--- src/rtl/pic_inta_sequencer.sv ---
// 8259 INTA sequencer: drives INT, runs the 8086 two-pulse acknowledge, owns the ISR
// and last_serviced, and applies specific / non-specific / automatic EOI.
module pic_inta_sequencer #(
    parameter int TIMEOUT_CYCLES = 255
) (
    input  logic       clk,
    input  logic       reset,
    input  logic       int_flag,
    input  logic [2:0] priority_id,
    input  logic       inta_n,
    input  logic [4:0] icw2_base,
    input  logic       auto_eoi,
    input  logic       rotating_mode,
    input  logic       rotate_on_eoi,
    input  logic       eoi_nonspec,
    input  logic       eoi_spec,
    input  logic [2:0] eoi_level,
    output logic       int_out,
    output logic [7:0] isr,
    output logic [2:0] last_serviced,
    output logic [7:0] ir_ack,
    output logic [7:0] data_out,
    output logic       data_oe,
    output logic       ack_busy
);
    typedef enum logic [2:0] {IDLE, REQ, ACK1, WAIT2, ACK2} state_t;

    state_t     state_q, state_d;
    logic       inta_q;
    logic       int_out_q, int_out_d;
    logic [7:0] isr_q, isr_d;
    logic [2:0] last_q, last_d;
    logic [7:0] ir_ack_q, ir_ack_d;
    logic [7:0] data_out_q, data_out_d;
    logic       data_oe_q, data_oe_d;
    logic [7:0] cnt_q, cnt_d;
    logic [2:0] cap_id_q, cap_id_d;
    logic       spur_q, spur_d;
    logic       fall, rise;
    logic       ns_found;
    logic [2:0] ns_idx;

    assign fall = inta_q & ~inta_n;
    assign rise = ~inta_q & inta_n;

    // Highest-priority in-service level for a non-specific EOI.
    always_comb begin
        logic [2:0] k;
        ns_found = 1'b0;
        ns_idx   = 3'd0;
        for (int i = 0; i < 8; i++) begin
            k = rotating_mode ? (last_q + 3'(i) + 3'd1) : 3'(i);
            if (!ns_found && isr_q[k]) begin
                ns_found = 1'b1;
                ns_idx   = k;
            end
        end
    end

    always_comb begin
        state_d    = state_q;
        int_out_d  = int_out_q;
        isr_d      = isr_q;
        last_d     = last_q;
        ir_ack_d   = 8'h00;
        data_out_d = data_out_q;
        data_oe_d  = data_oe_q;
        cnt_d      = cnt_q;
        cap_id_d   = cap_id_q;
        spur_d     = spur_q;

        // Clears first so that a same-cycle ACK1 set of the same bit wins.
        if (state_q == ACK2 && rise && auto_eoi && !spur_q) begin
            isr_d[cap_id_q] = 1'b0;
            if (rotate_on_eoi) last_d = cap_id_q;
        end
        if (eoi_spec) begin
            isr_d[eoi_level] = 1'b0;
            if (rotate_on_eoi) last_d = eoi_level;
        end else if (eoi_nonspec && ns_found) begin
            isr_d[ns_idx] = 1'b0;
            if (rotate_on_eoi) last_d = ns_idx;
        end

        case (state_q)
            IDLE: if (int_flag) begin
                state_d   = REQ;
                int_out_d = 1'b1;
            end
            REQ: begin
                if (fall) begin
                    state_d   = ACK1;
                    int_out_d = 1'b0;
                    spur_d    = ~int_flag;
                    cap_id_d  = int_flag ? priority_id : 3'd7;
                    if (int_flag) begin
                        isr_d[priority_id]    = 1'b1;
                        ir_ack_d[priority_id] = 1'b1;
                    end
                end else if (!int_flag) begin
                    state_d   = IDLE;
                    int_out_d = 1'b0;
                end
            end
            ACK1: if (rise) begin
                state_d = WAIT2;
                cnt_d   = 8'd0;
            end
            WAIT2: begin
                if (fall) begin
                    state_d    = ACK2;
                    data_out_d = {icw2_base, cap_id_q};
                    data_oe_d  = 1'b1;
                end else if (cnt_q == 8'(TIMEOUT_CYCLES)) begin
                    state_d = IDLE;
                end else begin
                    cnt_d = cnt_q + 8'd1;
                end
            end
            ACK2: begin
                if (rise) begin
                    state_d   = IDLE;
                    data_oe_d = 1'b0;
                end else begin
                    data_out_d = {icw2_base, cap_id_q};
                    data_oe_d  = 1'b1;
                end
            end
            default: state_d = IDLE;
        endcase
    end

    always_ff @(posedge clk) begin
        if (reset) begin
            state_q    <= IDLE;
            inta_q     <= 1'b1;
            int_out_q  <= 1'b0;
            isr_q      <= 8'h00;
            last_q     <= 3'b111;
            ir_ack_q   <= 8'h00;
            data_out_q <= 8'h00;
            data_oe_q  <= 1'b0;
            cnt_q      <= 8'd0;
            cap_id_q   <= 3'd0;
            spur_q     <= 1'b0;
        end else begin
            state_q    <= state_d;
            inta_q     <= inta_n;
            int_out_q  <= int_out_d;
            isr_q      <= isr_d;
            last_q     <= last_d;
            ir_ack_q   <= ir_ack_d;
            data_out_q <= data_out_d;
            data_oe_q  <= data_oe_d;
            cnt_q      <= cnt_d;
            cap_id_q   <= cap_id_d;
            spur_q     <= spur_d;
        end
    end

    assign int_out       = int_out_q;
    assign isr           = isr_q;
    assign last_serviced = last_q;
    assign ir_ack        = ir_ack_q;
    assign data_out      = data_out_q;
    assign data_oe       = data_oe_q;
    assign ack_busy      = (state_q != IDLE);
endmodule

--- config.mk ---
export PLATFORM = sky130hd
export DESIGN_NAME = pic_inta_sequencer
export DESIGN_NICKNAME = d
export VERILOG_FILES = /design/src/rtl/pic_inta_sequencer.sv
export SDC_FILE = /design/constraint.sdc
export NUM_CORES = 1
export LEC_CHECK = 0
export CORE_UTILIZATION = 45
export CTS_BUF_LIST = sky130_fd_sc_hd__clkbuf_4
export DETAILED_ROUTE_END_ITERATION = 8
export DONT_BUFFER_PORTS = 1
export PLACE_DENSITY = 0.67
export SYNTH_ARGS = -nofsm -noshare
export SYNTH_HDL_FRONTEND = slang
export SYNTH_SLANG_ARGS = --single-unit
--- constraint.sdc ---
create_clock -name clk -period 2.9 [get_ports clk]
set_input_delay 0.87 -clock clk [delete_from_list [all_inputs] [get_ports clk]]
set_output_delay 0.87 -clock clk [all_outputs]
set_load 0.02 [all_outputs]
==> results of run 1 <==
-- stage by stage --
step / setup TNS, ps / worst slack [ps] / instance area, sq um / hold WS [ps] / instances
2_1_floorplan: 0 / 10.6 / 3390 / 458 / 400
3_3_place_gp: -607 / -77.6 / 3650 / 469 / 515
3_5_place_dp: -1510 / -169 / 3650 / 488 / 515
4_1_cts: 0 / 4.31 / 3740 / 508 / 523
5_1_grt: -31.9 / -31.9 / 3790 / 541 / 523
6_report: 0 / 92.0 / 3790 / 507 / 523
-- final cells by class --
| class | instances | area [sq um] | area share (%) |
|---|---|---|---|
| clock inverters | 2 | 33.8 | 0.891 |
| flip-flops and latches | 45 | 906 | 23.9 |
| repair buffers | 43 | 327 | 8.62 |
| multi-input cells | 311 | 2290 | 60.4 |
| inverters | 17 | 63.8 | 1.68 |
| clock buffers | 6 | 45.0 | 1.19 |
| well taps | 99 | 124 | 3.27 |
-- power by group through the flow --
stage | clock network [mW] | registers, mW | logic [mW]
finish | 0.384 | 0.658 | 0.408
global route | 0.416 | 0.661 | 0.439
CTS | 0.390 | 0.657 | 0.390
detailed placement | 0 | 0.670 | 0.386
global placement | 0 | 0.671 | 0.385
floorplan | 0 | 0.666 | 0.305
-- critical path: stages (launching register included) --
cell       delay (ps)
dfxtp_4           390
inv_1              60
buf_4             140
ha_1              190
xnor3_2           240
or2_4             270
mux2_4            330
o2111ai_4         320
nor2_2             90
a32oi_2           290
and2_2            260
a41oi_2           120
-- state kept, by name (all words and copies together), names as in the netlist, named ones only --
signal         cells
cap_id_q           3
spur_q             1
inta_q             1
data_out           8
isr                8
state_q            3
int_out            1
data_oe            1
last_serviced      1
cnt_q              8
ir_ack             8
-- cell usage after synthesis (5+ instances only) --
cell type   n
dfxtp_1    45
xor2_1      6
clkbuf_1    8
nand2_1    33
nor3_1     10
mux2_2      5
nor2_1     55
inv_1      17
nand3_1     9
mux2i_1    23
a21oi_1    15
o21ai_0    12
nor2b_1     9
a31oi_1     8
a41oi_1     7
a221oi_1    6
mux4_2      6
nand4_1     6
buf_2       7
o211ai_1    5
a22oi_1     5
-- what timing repair did --
item / 4_1_cts / 5_1_grt
gates cloned: 0 / 0
endpoints found under the setup margin: 6 / 11
resized for setup: 2 / 11
hold buffers: 0 / 0
-- cell families (layout without fill, tap and decap cells) --
logic type      after synthesis  after routing  share of synthesized area (%)
buf+inv                      44             68                           7.12
fa+ha+maj                     4              4                           1.49
xor+xnor                     11             11                           3.32
compound gates               99             99                           23.3
mux                          36             36                           13.5
flops                        45             45                           26.8
simple gates                161            161                           24.5
-- layer usage --
| layer | GRT usage, % | vias to the layer above |
|---|---|---|
| met3 | 6.34 | 28 |
| met1 | 30.9 | 1523 |
| met2 | 39.0 | 147 |
| met5 | 0 | - |
| li1 | - | 1522 |
| met4 | 8.36 | 0 |
-- worst paths after layout --
| kind | from | end | slack, ps | cells after the start |
|---|---|---|---|---|
| hold / removal | cnt_q[5]$_SDFFE_PP0P_ | cnt_q[5]$_SDFFE_PP0P_ | 510 | 2 |
| setup reg to reg | flip-flop | isr[3]$_SDFF_PP0_ | 90 | 11 |
| setup / recovery | flip-flop | isr[3]$_SDFF_PP0_ | 90 | 11 |
| hold reg to reg | cnt_q[5]$_SDFFE_PP0P_ | cnt_q[5]$_SDFFE_PP0P_ | 510 | 2 |
==> flow_summary_export.csv, run 1 <==
group,metric,value,unit
synthesis,avgSynthCellArea,8.39,sq um
worst_setup_path,cp-end-kind,"flip-flop",
grt,grt_pass1_vias,2940,
pwr,worst_ir_drop_vdd,0.000267,V
route,num_vias,3220,
pwr,sw_frac_of_total,30.6,%
hold_path,hp-class,"reg2reg",
final_layout,mostFrequentLayoutCells,"nor2_1 (54), dfxtp_1 (43), buf_4 (42)",
pwr,p_leak,1.50,nW
timing,maxSlewViolCount,0,
cts,root_buffer,"clkbuf_4",
cts,clkSlewWorstSetupHoldPaths,120,ps
final_layout,syn_to_final_growth,12.9,%
worst_setup_path,critPathArrivalTime,3050,ps
cts,worstSkewPairLatency,350,ps
placement,portBuffers,0,
final_layout,antennaDiodeCount,0,
grt,grt_pass1_wl,14500,um
worst_setup_path,cp-start-kind,"flip-flop",
cts,cts_buffers,5,
timing,relSlewSlack,60.2,%
cts,cts_tree,"built",
route,drtPass1Iterations,5,
cts,h-tree-depth,2,
synthesis,synth-async-reset-ratio,0,%
status,status,"completed",
floorplanning,initial_utilization,46.5,%
route,wl_met2,4420,um
cts,clockBufferDepth,2,
worst_setup_path,required,3140,ps
synthesis,synth-edff-count,0,
cts,cts_setup_buffers,0,
timing,finClkSkew,5.34,ps
worst_setup_path,crit_type,"reg2reg",
floorplanning,rows,31,
floorplanning,fp.dieH,88.4,um
pwr,pwr-share-clk,26.5,%
floorplanning,die_x,88.4,um
timing,clock.fmax,356,MHz
pwr,powerDensity,382,mW/mm^2
pwr,p_comb_share,28.2,%
synthesis,seq_area_frac_synth,26.8,%
synthesis,synth_seq_cells,45,
pwr,pwr-share-seq,45.4,%
timing,finalHoldViolations,0,
synthesis,syn_nets,424,
timing,finalCritPeriodShare,96.8,%
placement,place_hpwl,7130,um
synthesis,ys_warn_count,0,
grt,antenna_found_initial,0,
timing,worst_pin_slew,597,ps
final_layout,fill_cells,713,
grt,grt_max_degree,25,
synthesis,ys.flop_type,"dfxtp_1",
route,wl_met1,4110,um
floorplanning,pin_count,50,
synthesis,netlist_area,0.00336,sq mm
pwr,p_total,1.45,mW
route,wl,9470,um
grt,track_usage,24.0,%
timing,min_period,2810,ps
flow_run,max-cap-violations,0,
route,routedWlPerCell,18.1,um
placement,place_congestion,0.927,
grt,grt_overflow,0,
synthesis,synth_top_cell_area_share,26.8,%
synthesis,synth_cell_type_count,73,
synthesis,syn-instance-count,400,
route,route.met3.wl,710,um
synthesis,yosys.area.top_type,"dfxtp_1",
timing,setup_viol,0,
route,highest_layer,"met4",
worst_setup_path,path_max_fanout,5,
route,postRouteAntennaNets,0,
floorplanning,dieArea,0.00781,sq mm
final_layout,layout_commonest_cell,"nor2_1",
route,drtIter0Drc,255,
pwr,power_switching,443,uW
floorplanning,coreArea,0.00721,sq mm
route,viasPerCell,6.16,
final_layout,drive_above_1_share,23.6,%
synthesis,synthTopCellsByArea,"dfxtp_1 (27%), mux2i_1 (6.9%), nor2_1 (6.2%), mux4_2 (4.0%), nand2_1 (3.7%)",
route,drc,0,
final_layout,utilization,52.5,%
final_layout,nets,447,
pwr,cell_internal_pwr,1.01,mW
cts,cts_sinks,45,
(Power assumes the default switching activity.)
==> run 2: changes to the inputs <==
- ABC_CLOCK_PERIOD_IN_PS: unset -> 2900
==> results of run 2 <==
No change in the layout: final DEF, timing and power equal those of run 1.
==> run 3: changes to the inputs <==
- CAP_MARGIN: unset -> 20
==> results of run 3 <==
No change in the layout: final DEF, timing and power equal those of run 1.
==> edit (config.mk and constraints of run 3) <==
Make the reset (`reset`) asynchronous in one clocked block.
--- a/src/rtl/pic_inta_sequencer.sv
+++ b/src/rtl/pic_inta_sequencer.sv
@@ -131,5 +131,5 @@
     end
 
-    always_ff @(posedge clk) begin
+    always_ff @(posedge clk or posedge reset) begin
         if (reset) begin
             state_q    <= IDLE;
Behaviour: differs if reset is asserted again (counterexample within 4 cycles, from zero or initial values and one cycle with reset high); with reset held inactive, the same outputs for 4 cycles.
==> edit against run 3 <==
- the run now ends with setup timing left
- setup slack worse by 0.42 ns
- die area is 6.7% lower
- critical path depth is 2 higher
- area after synthesis shrank 6.8%
- non-clock buffer count grew 24
- routed wire length down 7.5%
- utilization is 8.1 points higher
- synthesized cell count decreased by 15%
- final area is 8.0% higher
- sequential cell count is the same
- sequential share of layout area is 3.7 points higher
Power is not compared: it rests on default switching activity, and its combinational part moved more than twofold at a synthesized area within 25%.
==> edit: results (changes against run 3) <==
| Metric | Value |
|---|---|
| Post-synthesis sequential area ratio | 36.2% (+9.3 points) |
| Final HPWL DP | 6680 um (-6.3%) |
| Routed vias/inst | 5.98 (-2.8%) |
| Fin Setup TNS | -2.58 ns (-2.58 ns) |
| Crit path largest cell delay | 0.62 ns (+0.23 ns) |
| First-pass GRT wire length | 14400 um (-0.76%) |
| Vias | 2895 (-10%) |
| Status | finished with violations |
| Worst path slowest cell | dfstp_2 |
| CP arrival | 3.48 ns (+0.43 ns) |
| GR Layer Usage met3 | 5.54% (-0.80 points) |
| Worst Hold Class | in2reg |
| Clock transition at path regs | 0.14 ns (+0.02 ns) |
| Fin worst setup slack | -0.329 ns (-0.421 ns) |
| Later-pin clock latency in the skew report | 0.37 ns (+0.02 ns) |
| First-pass iteration count of the detailed router | 4 (-1) |
| Cells after synthesis | 339 (-15%) |
| Grt met1 use | 34.4% (+3.5 points) |
| Inst Count DP | 468 (-9.1%) |
| Initial drt markers | 205 (-20%) |
| Layout cells sized above 1 | 37.6% (+14 points) |
| Largest net degree at the start of global routing | 46 (+84%) |
| GRT met2 Usage | 39.8% (+0.86 points) |
| Nets | 427 (-4.5%) |
| Final setup fails | 11 (+11) |
| Area contributors post-synth | dfrtp_1 (33%), mux2_2 (6.5%), mux2i_1 (5.4%), o21ai_0 (4.5%), nand2_1 (4.2%) |
| Post-synth top cells | dfrtp_1 (41), nand2_1 (35), o21ai_0 (28), nor2_1 (25), mux2_2 (18) |
| Syn_nets | 363 (-14%) |
| Share of synthesized registers carrying an async set or reset | 100% (+100 points) |
| CP top delay family | multiplexers |
| Failing checks | setup timing |
| Post-DP Area | 0.00373 sq mm (+2.2%) |
| Final GP Congestion | 0.888 (-4.2%) |
| Pre-CTS setup slack | -0.364 ns (-0.195 ns) |
| Met1 WL | 3860 um (-6.1%) |
edit: cell types whose count changed after synthesis, sizes merged, moves of 7 or more:
cell    delta
buf        -9
dfrtp     +41
nor2      -31
inv        -7
o21ai     +17
nand2b     +8
mux2      +13
dfxtp     -45
a41oi     -11
edit: cells by family (layout without fill, tap and decap cells):
group | Yosys count | after routing | synth area share [%]
multiplexers | 39 | 39 | 13.8
AND/OR/NAND/NOR | 130 | 130 | 21.7
buffers and inverters | 20 | 85 | 2.96
AO/OA/AOI/OAI | 97 | 97 | 22.6
flip-flops | 45 | 45 | 36.2
XOR/XNOR | 4 | 4 | 1.12
adder cells (fa/ha/maj) | 4 | 4 | 1.60
edit: what timing repair did:
action	4_1_cts	5_1_grt
pin swaps	9	11
setup endpoints to repair	11	11
buffers inserted	7	1
resized for setup	20	22
edit: final cells by class:
type | instances | area [sq um]
Timing Repair Buffer | 67 | 523
Inverter | 10 | 42.5
Fill cell | 587 | 2660
Multi-Input combinational cell | 274 | 2240
Clock buffer | 5 | 37.5
Sequential cell | 45 | 1130
Tap cell | 80 | 100
Clock inverter | 3 | 21.3
edit: path summary, 6_finish.rpt:
check | start | to | slack [ns] | cells past startpoint
min in group asynchronous | reset | cnt_q[1] | 0.56 | 1
worst min-delay path | inta_n | inta_q | 0.48 | 0
max in group asynchronous | reset | ir_ack[1] | 1.75 | 1
worst min register to register | cnt_q[7] | cnt_q[7] | 0.50 | 1
worst max register to register | last_serviced[0] | isr[5] | -0.33 | 13
worst max-delay path | last_serviced[0] | isr[5] | -0.33 | 13
edit: power by group:
group	internal [uW]	total (uW)	switching, uW
combinational	1400	2860	1460
sequential	798	1070	274
clock	96.7	312	215
